[src/rtl/fp16_sort4.sv]
// rtl/fp16_sort4.sv - four-entry FP16 sorter using a 5-pair compare-swap network
//
// Purpose: accepts four half-precision words over a valid/ready input stream,
// sorts them with a registered compare stage followed by a swap stage per
// network pair, then returns them in order over a valid/ready output stream.
//
// Ports:
//   clk         rising-edge clock
//   rst_n       asynchronous active-low reset
//   in_data     FP16 operand            in_valid   operand valid
//   in_ready    sorter accepts an operand (LOAD only)
//   out_data    sorted word at the drain index (0 outside DRAIN)
//   out_valid   out_data valid (DRAIN only)
//   out_ready   consumer accepts out_data
//   busy        sort in progress (CMP or SWAP)
//   swap_count  swaps performed by the last sort
module fp16_sort4 #(
  parameter bit DESCEND = 1'b0
) (
  input  logic        clk,
  input  logic        rst_n,
  input  logic [15:0] in_data,
  input  logic        in_valid,
  output logic        in_ready,
  output logic [15:0] out_data,
  output logic        out_valid,
  input  logic        out_ready,
  output logic        busy,
  output logic [2:0]  swap_count
);

  typedef enum logic [1:0] {S_LOAD, S_CMP, S_SWAP, S_DRAIN} state_e;

  localparam logic [2:0] CMP_GT = 3'b100;
  localparam logic [2:0] CMP_LT = 3'b010;
  localparam logic [2:0] CMP_EQ = 3'b001;

  state_e      state_q, state_d;
  logic [15:0] r_q [4];
  logic [15:0] r_d [4];
  logic [1:0]  idx_q, idx_d;
  logic [2:0]  pk_q, pk_d;
  logic [2:0]  cmp_q, cmp_d;
  logic [2:0]  swap_count_q, swap_count_d;

  logic [1:0]  a_idx, b_idx;
  logic        swap_now;

  // Sign-magnitude ordering: for negatives a larger magnitude is smaller.
  function automatic logic [2:0] fp16_compare(input logic [15:0] a, input logic [15:0] b);
    if (a == b)
      return CMP_EQ;
    if (a[15] != b[15])
      return a[15] ? CMP_LT : CMP_GT;
    if (!a[15])
      return (a[14:0] > b[14:0]) ? CMP_GT : CMP_LT;
    return (a[14:0] > b[14:0]) ? CMP_LT : CMP_GT;
  endfunction

  // Network pairs: (0,1) (2,3) (0,2) (1,3) (1,2)
  always_comb begin
    a_idx = 2'd1;
    b_idx = 2'd2;
    case (pk_q)
      3'd0: begin a_idx = 2'd0; b_idx = 2'd1; end
      3'd1: begin a_idx = 2'd2; b_idx = 2'd3; end
      3'd2: begin a_idx = 2'd0; b_idx = 2'd2; end
      3'd3: begin a_idx = 2'd1; b_idx = 2'd3; end
      default: begin a_idx = 2'd1; b_idx = 2'd2; end
    endcase
  end

  // Equal words never match either code, so they are never swapped.
  assign swap_now = DESCEND ? (cmp_q == CMP_LT) : (cmp_q == CMP_GT);

  always_comb begin
    state_d      = state_q;
    r_d          = r_q;
    idx_d        = idx_q;
    pk_d         = pk_q;
    cmp_d        = cmp_q;
    swap_count_d = swap_count_q;
    case (state_q)
      S_LOAD: begin
        if (in_valid) begin
          r_d[idx_q] = in_data;
          if (idx_q == 2'd3) begin
            state_d      = S_CMP;
            idx_d        = 2'd0;
            pk_d         = 3'd0;
            swap_count_d = 3'd0;
          end else begin
            idx_d = idx_q + 2'd1;
          end
        end
      end
      S_CMP: begin
        cmp_d   = fp16_compare(r_q[a_idx], r_q[b_idx]);
        state_d = S_SWAP;
      end
      S_SWAP: begin
        if (swap_now) begin
          r_d[a_idx]   = r_q[b_idx];
          r_d[b_idx]   = r_q[a_idx];
          swap_count_d = swap_count_q + 3'd1;
        end
        if (pk_q == 3'd4) begin
          state_d = S_DRAIN;
          idx_d   = 2'd0;
        end else begin
          pk_d    = pk_q + 3'd1;
          state_d = S_CMP;
        end
      end
      S_DRAIN: begin
        if (out_ready) begin
          if (idx_q == 2'd3) begin
            state_d = S_LOAD;
            idx_d   = 2'd0;
          end else begin
            idx_d = idx_q + 2'd1;
          end
        end
      end
      default: state_d = S_LOAD;
    endcase
  end

  always_ff @(posedge clk or negedge rst_n) begin
    if (!rst_n) begin
      state_q      <= S_LOAD;
      r_q          <= '{default: 16'h0000};
      idx_q        <= 2'd0;
      pk_q         <= 3'd0;
      cmp_q        <= 3'd0;
      swap_count_q <= 3'd0;
    end else begin
      state_q      <= state_d;
      r_q          <= r_d;
      idx_q        <= idx_d;
      pk_q         <= pk_d;
      cmp_q        <= cmp_d;
      swap_count_q <= swap_count_d;
    end
  end

  assign in_ready   = (state_q == S_LOAD);
  assign out_valid  = (state_q == S_DRAIN);
  assign busy       = (state_q == S_CMP) || (state_q == S_SWAP);
  assign out_data   = out_valid ? r_q[idx_q] : 16'h0000;
  assign swap_count = swap_count_q;

endmodule

[config.mk]
export PLATFORM = sky130hd
export DESIGN_NAME = fp16_sort4
export DESIGN_NICKNAME = d
export VERILOG_FILES = /design/src/rtl/fp16_sort4.sv
export SDC_FILE = /design/constraint.sdc
export NUM_CORES = 1
export LEC_CHECK = 0
export ABC_AREA = 0
export BUFFER_PORTS_ARGS = -buffer_cell sky130_fd_sc_hd__buf_2
export CORE_MARGIN = 10
export CORE_UTILIZATION = 55
export CTS_BUF_LIST = sky130_fd_sc_hd__clkbuf_16
export CTS_CLUSTER_SIZE = 40
export DETAILED_ROUTE_END_ITERATION = 12
export GPL_TIMING_DRIVEN = 0
export PLACE_DENSITY = 0.74
export SLEW_MARGIN = 20
export SYNTH_ARGS = -nofsm -noshare
export SYNTH_HDL_FRONTEND = slang
export SYNTH_SLANG_ARGS = --single-unit
[constraint.sdc]
create_clock -name clk -period 10 [get_ports clk]
set_clock_uncertainty 0.1 [all_clocks]
set_input_delay 1 -clock clk [delete_from_list [all_inputs] [get_ports clk]]
set_output_delay 1 -clock clk [all_outputs]
set_load 0.02 [all_outputs]
Word-level counts from Yosys, hierarchy flattened
Index checks and enable logic that the tools add are counted.
{"block": "totals", "wordCells": 114, "reg_bits": 77, "in_bits": 20, "out_inout_bits": 22}
{"block": "op_classes", "addsub": 3, "mux": 59, "n_eq_ne": 18, "order_cmp": 7, "bitwise": 3, "n_reduce_logical": 15}
{"cell": "bitwise mux 64 bit", "count": 3}
{"cell": "2-to-1 mux 16 bit", "count": 10}
{"cell": "2-to-1 mux 64 bit", "count": 2}
{"cell": "one-hot mux 64 bit (2 select lines)", "count": 1}
{"cell": "binary-select mux 16 bit (select 2 bit)", "count": 3}
{"cell": "demux 16 bit (select 2 bit)", "count": 3}
{"cell": "2-to-1 mux 3 bit", "count": 13}
{"cell": "2-to-1 mux 2 bit", "count": 9}
{"cell": "equality test 16 bit", "count": 1}
{"cell": "AND reduction 4 bit", "count": 4}
{"cell": "> comparator 15 bit", "count": 1}
{"cell": "one-hot mux 3 bit (2 select lines)", "count": 2}
{"cell": ">= comparator 3 bit (second input constant)", "count": 3}
{"cell": "less-than comparator 3 x 1 -> 1 bit (second input constant)", "count": 3}
{"cell": "2-to-1 mux 1 bit", "count": 9}
{"cell": "NOT 2 -> 3 bit", "count": 3}
{"cell": "inequality test 2 bit (second input constant)", "count": 4}
{"cell": "one-hot mux 2 bit (2 select lines)", "count": 2}
{"cell": "one-hot mux 2 bit (4 select lines)", "count": 1}
{"cell": "adder 3 x 1 -> 3 bit (second input constant)", "count": 2}
{"cell": "equality test 2 bit (second input constant)", "count": 3}
{"cell": "equality test 3 x 2 -> 1 bit (second input constant)", "count": 2}
{"cell": "equality test 3 bit (second input constant)", "count": 2}
{"cell": "inequality test 2 x 1 -> 1 bit (second input constant)", "count": 3}
{"cell": "other kinds (13)", "count": 16}

Depth between registers and ports, before layout
{"block": "logic_depth", "depth_word": 18, "ltp_mapped": 19, "ltp_nobuf": 16}

Worst setup path after synthesis
OpenSTA, ideal clock, no wires.
{"block": "synth_timing", "path_type": "register to register", "start": "register pk_q[1]", "end": "register cmp_q[1]", "slack_ns": 6.394, "arrival_time_ns": 3.368, "period_less_slack_ns": 3.606, "path_stages_with_launch": 20, "required_time_ns": 9.762, "setup_ns": 0.138, "n_path_buf": 3, "cell_sequence": "dfrtp_1 > inv_1 > ha_1 > buf_6 > clkbuf_1 > nor2b_1 > clkbuf_1 > nor2_1 > o22ai_1 > o21ai_0 > inv_1 > ha_1 > and4_1 > and2_1 > o21ai_0 > o21ai_1 > a21oi_1 > nor4bb_1 > or2_1 > o221ai_1"}
{"block": "synth_between", "elab_chain_cells": 14, "word_cells_on_any_way": 36, "cone_classes": "order compare: 1; eq/ne: 5; mux: 25; bitwise: 2; reduce/logical: 3"}
{"element": "start: declaration", "line": "42", "text": "logic [2:0] pk_q, pk_d;"}
{"element": "start signal: assignment", "line": "141", "text": "pk_q <= pk_d;"}
{"element": "parallel branches: the longest is 13 deep, another holds > comparator 15 bit"}
{"element": "2-to-1 mux 3 bit *", "line": "53", "text": "if (a[15] != b[15])"}
{"element": "end signal: assignment", "line": "142", "text": "cmp_q <= cmp_d;"}
{"element": "end: declaration", "line": "43", "text": "logic [2:0] cmp_q, cmp_d;"}
Every way passes the cells marked *. The select of a mux whose other input is x is not followed.
A chain may end at the register's enable or synchronous reset.

Final worst setup path
{"block": "layout_timing", "start": "register pk_q[1]", "end": "register cmp_q[2]"}
Same word-level chain as after synthesis.

==> run summary <==
====================================================================================================
Result of the run                                                                       finished clean
Worst setup EP type                                                                         register
Max-slew violation total from the final report                                                     0
Adder and majority gate portion of the synthesized area                                       0.0604
TritonCTS buffer count                                                                             9
IO Port Bufs                                                                                      41
Slew at the pin with the worst max-slew slack                                                1.14 ns
Largest fanout on the critical path                                                               10
Number of hold-repair buffers added at the cts stage                                               0
Remaining antenna violation count                                                                  0
Data required time of the worst path                                                        10.08 ns
Synth async-reset ratio                                                                         1.00
Synthesized instance count                                                                       680
Area of the die                                                                          15,200 um^2
Drt first-iter violations                                                                        951
Dominant combinational cell family by area after synthesis                              compound AO/OA/AOI/OAI gates
Signed area change from the synthesized netlist to the final layout                            12.0%
Rel. slew slack                                                                                0.235
Post-synthesis sequential element count                                                           77
Number of instances in the placed design                                                         858
Filler cell count in the final layout                                                            935
DRC violations left                                                                                0
Clock tree from TritonCTS                                                                       done
Post-Synth Simple-Gate Area                                                                    0.175
Height of the die                                                                             123 um
Placeable core area                                                                      10,400 um^2
Initial antenna violation count                                                                    0
Worst Slack Setup Final                                                                      4.93 ns
Placed wire-length estimate after detailed placement                                         16.0 mm
Total nets after synthesis                                                                       725
Per-cell routed wire length                                                                  26.8 um
Leading area contributor after synthesis                                                     dfrtp_1
Top_reg_cell synth                                                                           dfrtp_1
Post-layout net count                                                                            778
Routed wire length                                                                           23.4 mm
DR vias                                                                                        6,153
Final cell count without fillers                                                                 874
Maximum operating frequency                                                                  197 MHz
Ratio of cells with drive above 1 in the final layout                                          0.148
Critical path class                                                                       reg -> reg
ANT cells                                                                                          0
Post-synthesis mux area share                                                                 0.0901
Total of max-cap violations                                                                        0
Via count of the first global-routing pass                                                     5,992
Setup violators final                                                                              0
Global placer's final weighted congestion                                                       1.00
Clock-pin slew reported for the worst setup and hold paths after clock tree synthesis        0.07 ns
Cell Area, Synth                                                                           5860 um^2
Classification of the worst-slack hold path                                               reg -> reg
Largest net degree at the start of global routing                                                 41
Design area                                                                                6570 um^2
Post-route clock period utilization                                                            0.507
Xor and xnor area share after synthesis                                                       0.0117
Sort of element at the start of the critical path                                           register
Wire length of the first global-routing pass                                                 35.2 mm
Number of enable-type register cells in the synthesized netlist                                    0
Clock sink count                                                                                  77
Most frequent cell after synthesis                                                           nand2_1
Complex-gate fraction of the synthesized area                                                  0.283
RSZ-0062 raised after global routing                                                           false
Portion of synthesized cell area occupied by the leading cell type                             0.329
Worst slack at placement                                                                     5.14 ns
Placement-stage cell area                                                                  6270 um^2
Setup bufs post-CTS                                                                                0
Total grt overflow                                                                                 0
Syn avg cell area                                                                          8.62 um^2
Fraction of the yosys area taken by sequential cells                                           0.329
Top cells by count, synth                                                               nand2_1, o21ai_0, dfrtp_1, a21oi_1, clkbuf_1
Post-route setup TNS                                                                            0 ns
Die width                                                                                     123 um
Detailed-router iteration count before antenna repair                                              6
Clk root buf                                                                               clkbuf_16
Starting utilization of the core area                                                          0.565
Hold violation count in the final report                                                           0
Tmin final                                                                                   5.07 ns
Largest cells by area after synthesis                                                   dfrtp_1, o21ai_0, mux4_2
Ratio of routed vias to standard cells                                                          7.04
Rows                                                                                              37
Number of distinct library cells after synthesis                                                  66
Total of cells resized after clock tree synthesis                                                  0
Worst Path Arrival                                                                           5.15 ns
Global-route usage over all layers                                                             0.307
Max clock buf depth                                                                                2
Insertion delay to the later sink of the worst-skew pair                                     0.34 ns
Clock H-tree levels                                                                                3
Number of warnings printed during yosys synthesis                                                  0
I/O pin count                                                                                     42
====================================================================================================
==> placed cells by master, fill, tap and decap left out, types with 3 or more instances in the layout <==
cell type,instances
a31oi_1,3
o31ai_1,16
o31a_1,6
dfrtp_1,77
mux4_2,18
nand2b_1,18
o22ai_1,10
a21o_1,5
mux2i_1,10
buf_1,4
ha_1,25
a22oi_1,34
maj3_1,3
nor2b_1,5
xnor2_1,5
o21ai_0,89
and2_1,17
inv_1,17
buf_2,47
clkbuf_16,9
buf_6,4
nor2_1,34
nand2_1,96
clkbuf_1,37
o221ai_1,3
a21oi_1,53
and3_1,18
a221oi_1,13
==> worst max-delay path: stages, from the launching register on <==
cell and delay (ns):
dfrtp_1 0.41, inv_1 0.12, ha_1 0.18, buf_6 0.15
clkbuf_1 0.45, clkbuf_1 0.69, a22oi_1 0.19, o21ai_0 0.47
ha_1 0.33, a21o_1 0.16, a21o_1 0.17, a21oi_1 0.20
o21ai_1 0.09, a21oi_1 0.22, nor4bb_1 0.58, or2_1 0.24
o311ai_1 0.13
==> logic make-up after synthesis <==
family,count (synthesis)
AND/OR/NAND/NOR,210
multiplexers,30
XOR/XNOR,7
adder cells (fa/ha/maj),29
buffers and inverters,70
AO/OA/AOI/OAI,257
flip-flops,77
==> per-layer routing <==
| layer | global-route usage | wire length (um) | up-vias |
|---|---|---|---|
| met5 | 0 | 0 | - |
| met4 | 0.167 | 1110 | 0 |
| met3 | 0.113 | 3390 | 120 |
| met2 | 0.455 | 10100 | 527 |
| met1 | 0.382 | 8840 | 2885 |
| li1 | - | - | 2621 |
==> path summary, 6_finish.rpt <==
path,startpoint,end,slack (ns),cells past startpoint
hold / removal,cmp_q[0],cmp_q[0],0.40,1
min in group asynchronous,rst_n,r_q[18],0.54,1
hold reg to reg,cmp_q[0],cmp_q[0],0.40,1
max in group asynchronous,rst_n,r_q[54],8.64,2
setup reg to reg,pk_q[1],cmp_q[2],4.93,16
setup / recovery,pk_q[1],cmp_q[2],4.93,16
==> layout make-up <==
type | count | area, um^2 | area share
Timing Repair Buffer | 42 | 228 | 0.0347
Clock inverter | 7 | 67.6 | 0.0103
Clock buffer | 9 | 225 | 0.0343
Multi-Input combinational cell | 533 | 3650 | 0.555
Inverter | 17 | 63.8 | 0.00972
Buffer | 53 | 239 | 0.0364
Tap cell | 136 | 170 | 0.0259
Sequential cell | 77 | 1930 | 0.293
==> stage by stage <==
stage           util  hold WS, ns
2_1_floorplan      -        0.359
5_1_grt        0.633        0.424
3_5_place_dp   0.605        0.381
3_3_place_gp   0.601        0.375
6_report       0.633        0.399
4_1_cts        0.633        0.395
==> state kept, by name, indices dropped and copies added, names as in the netlist <==
register and cells:
cmp_q 3, pk_q 3, state_q 2, idx_q 2, swap_count 3, r_q 64
Power is not shown: default switching activity piles up to over one toggle a cycle in this logic, so the estimate is an artifact.
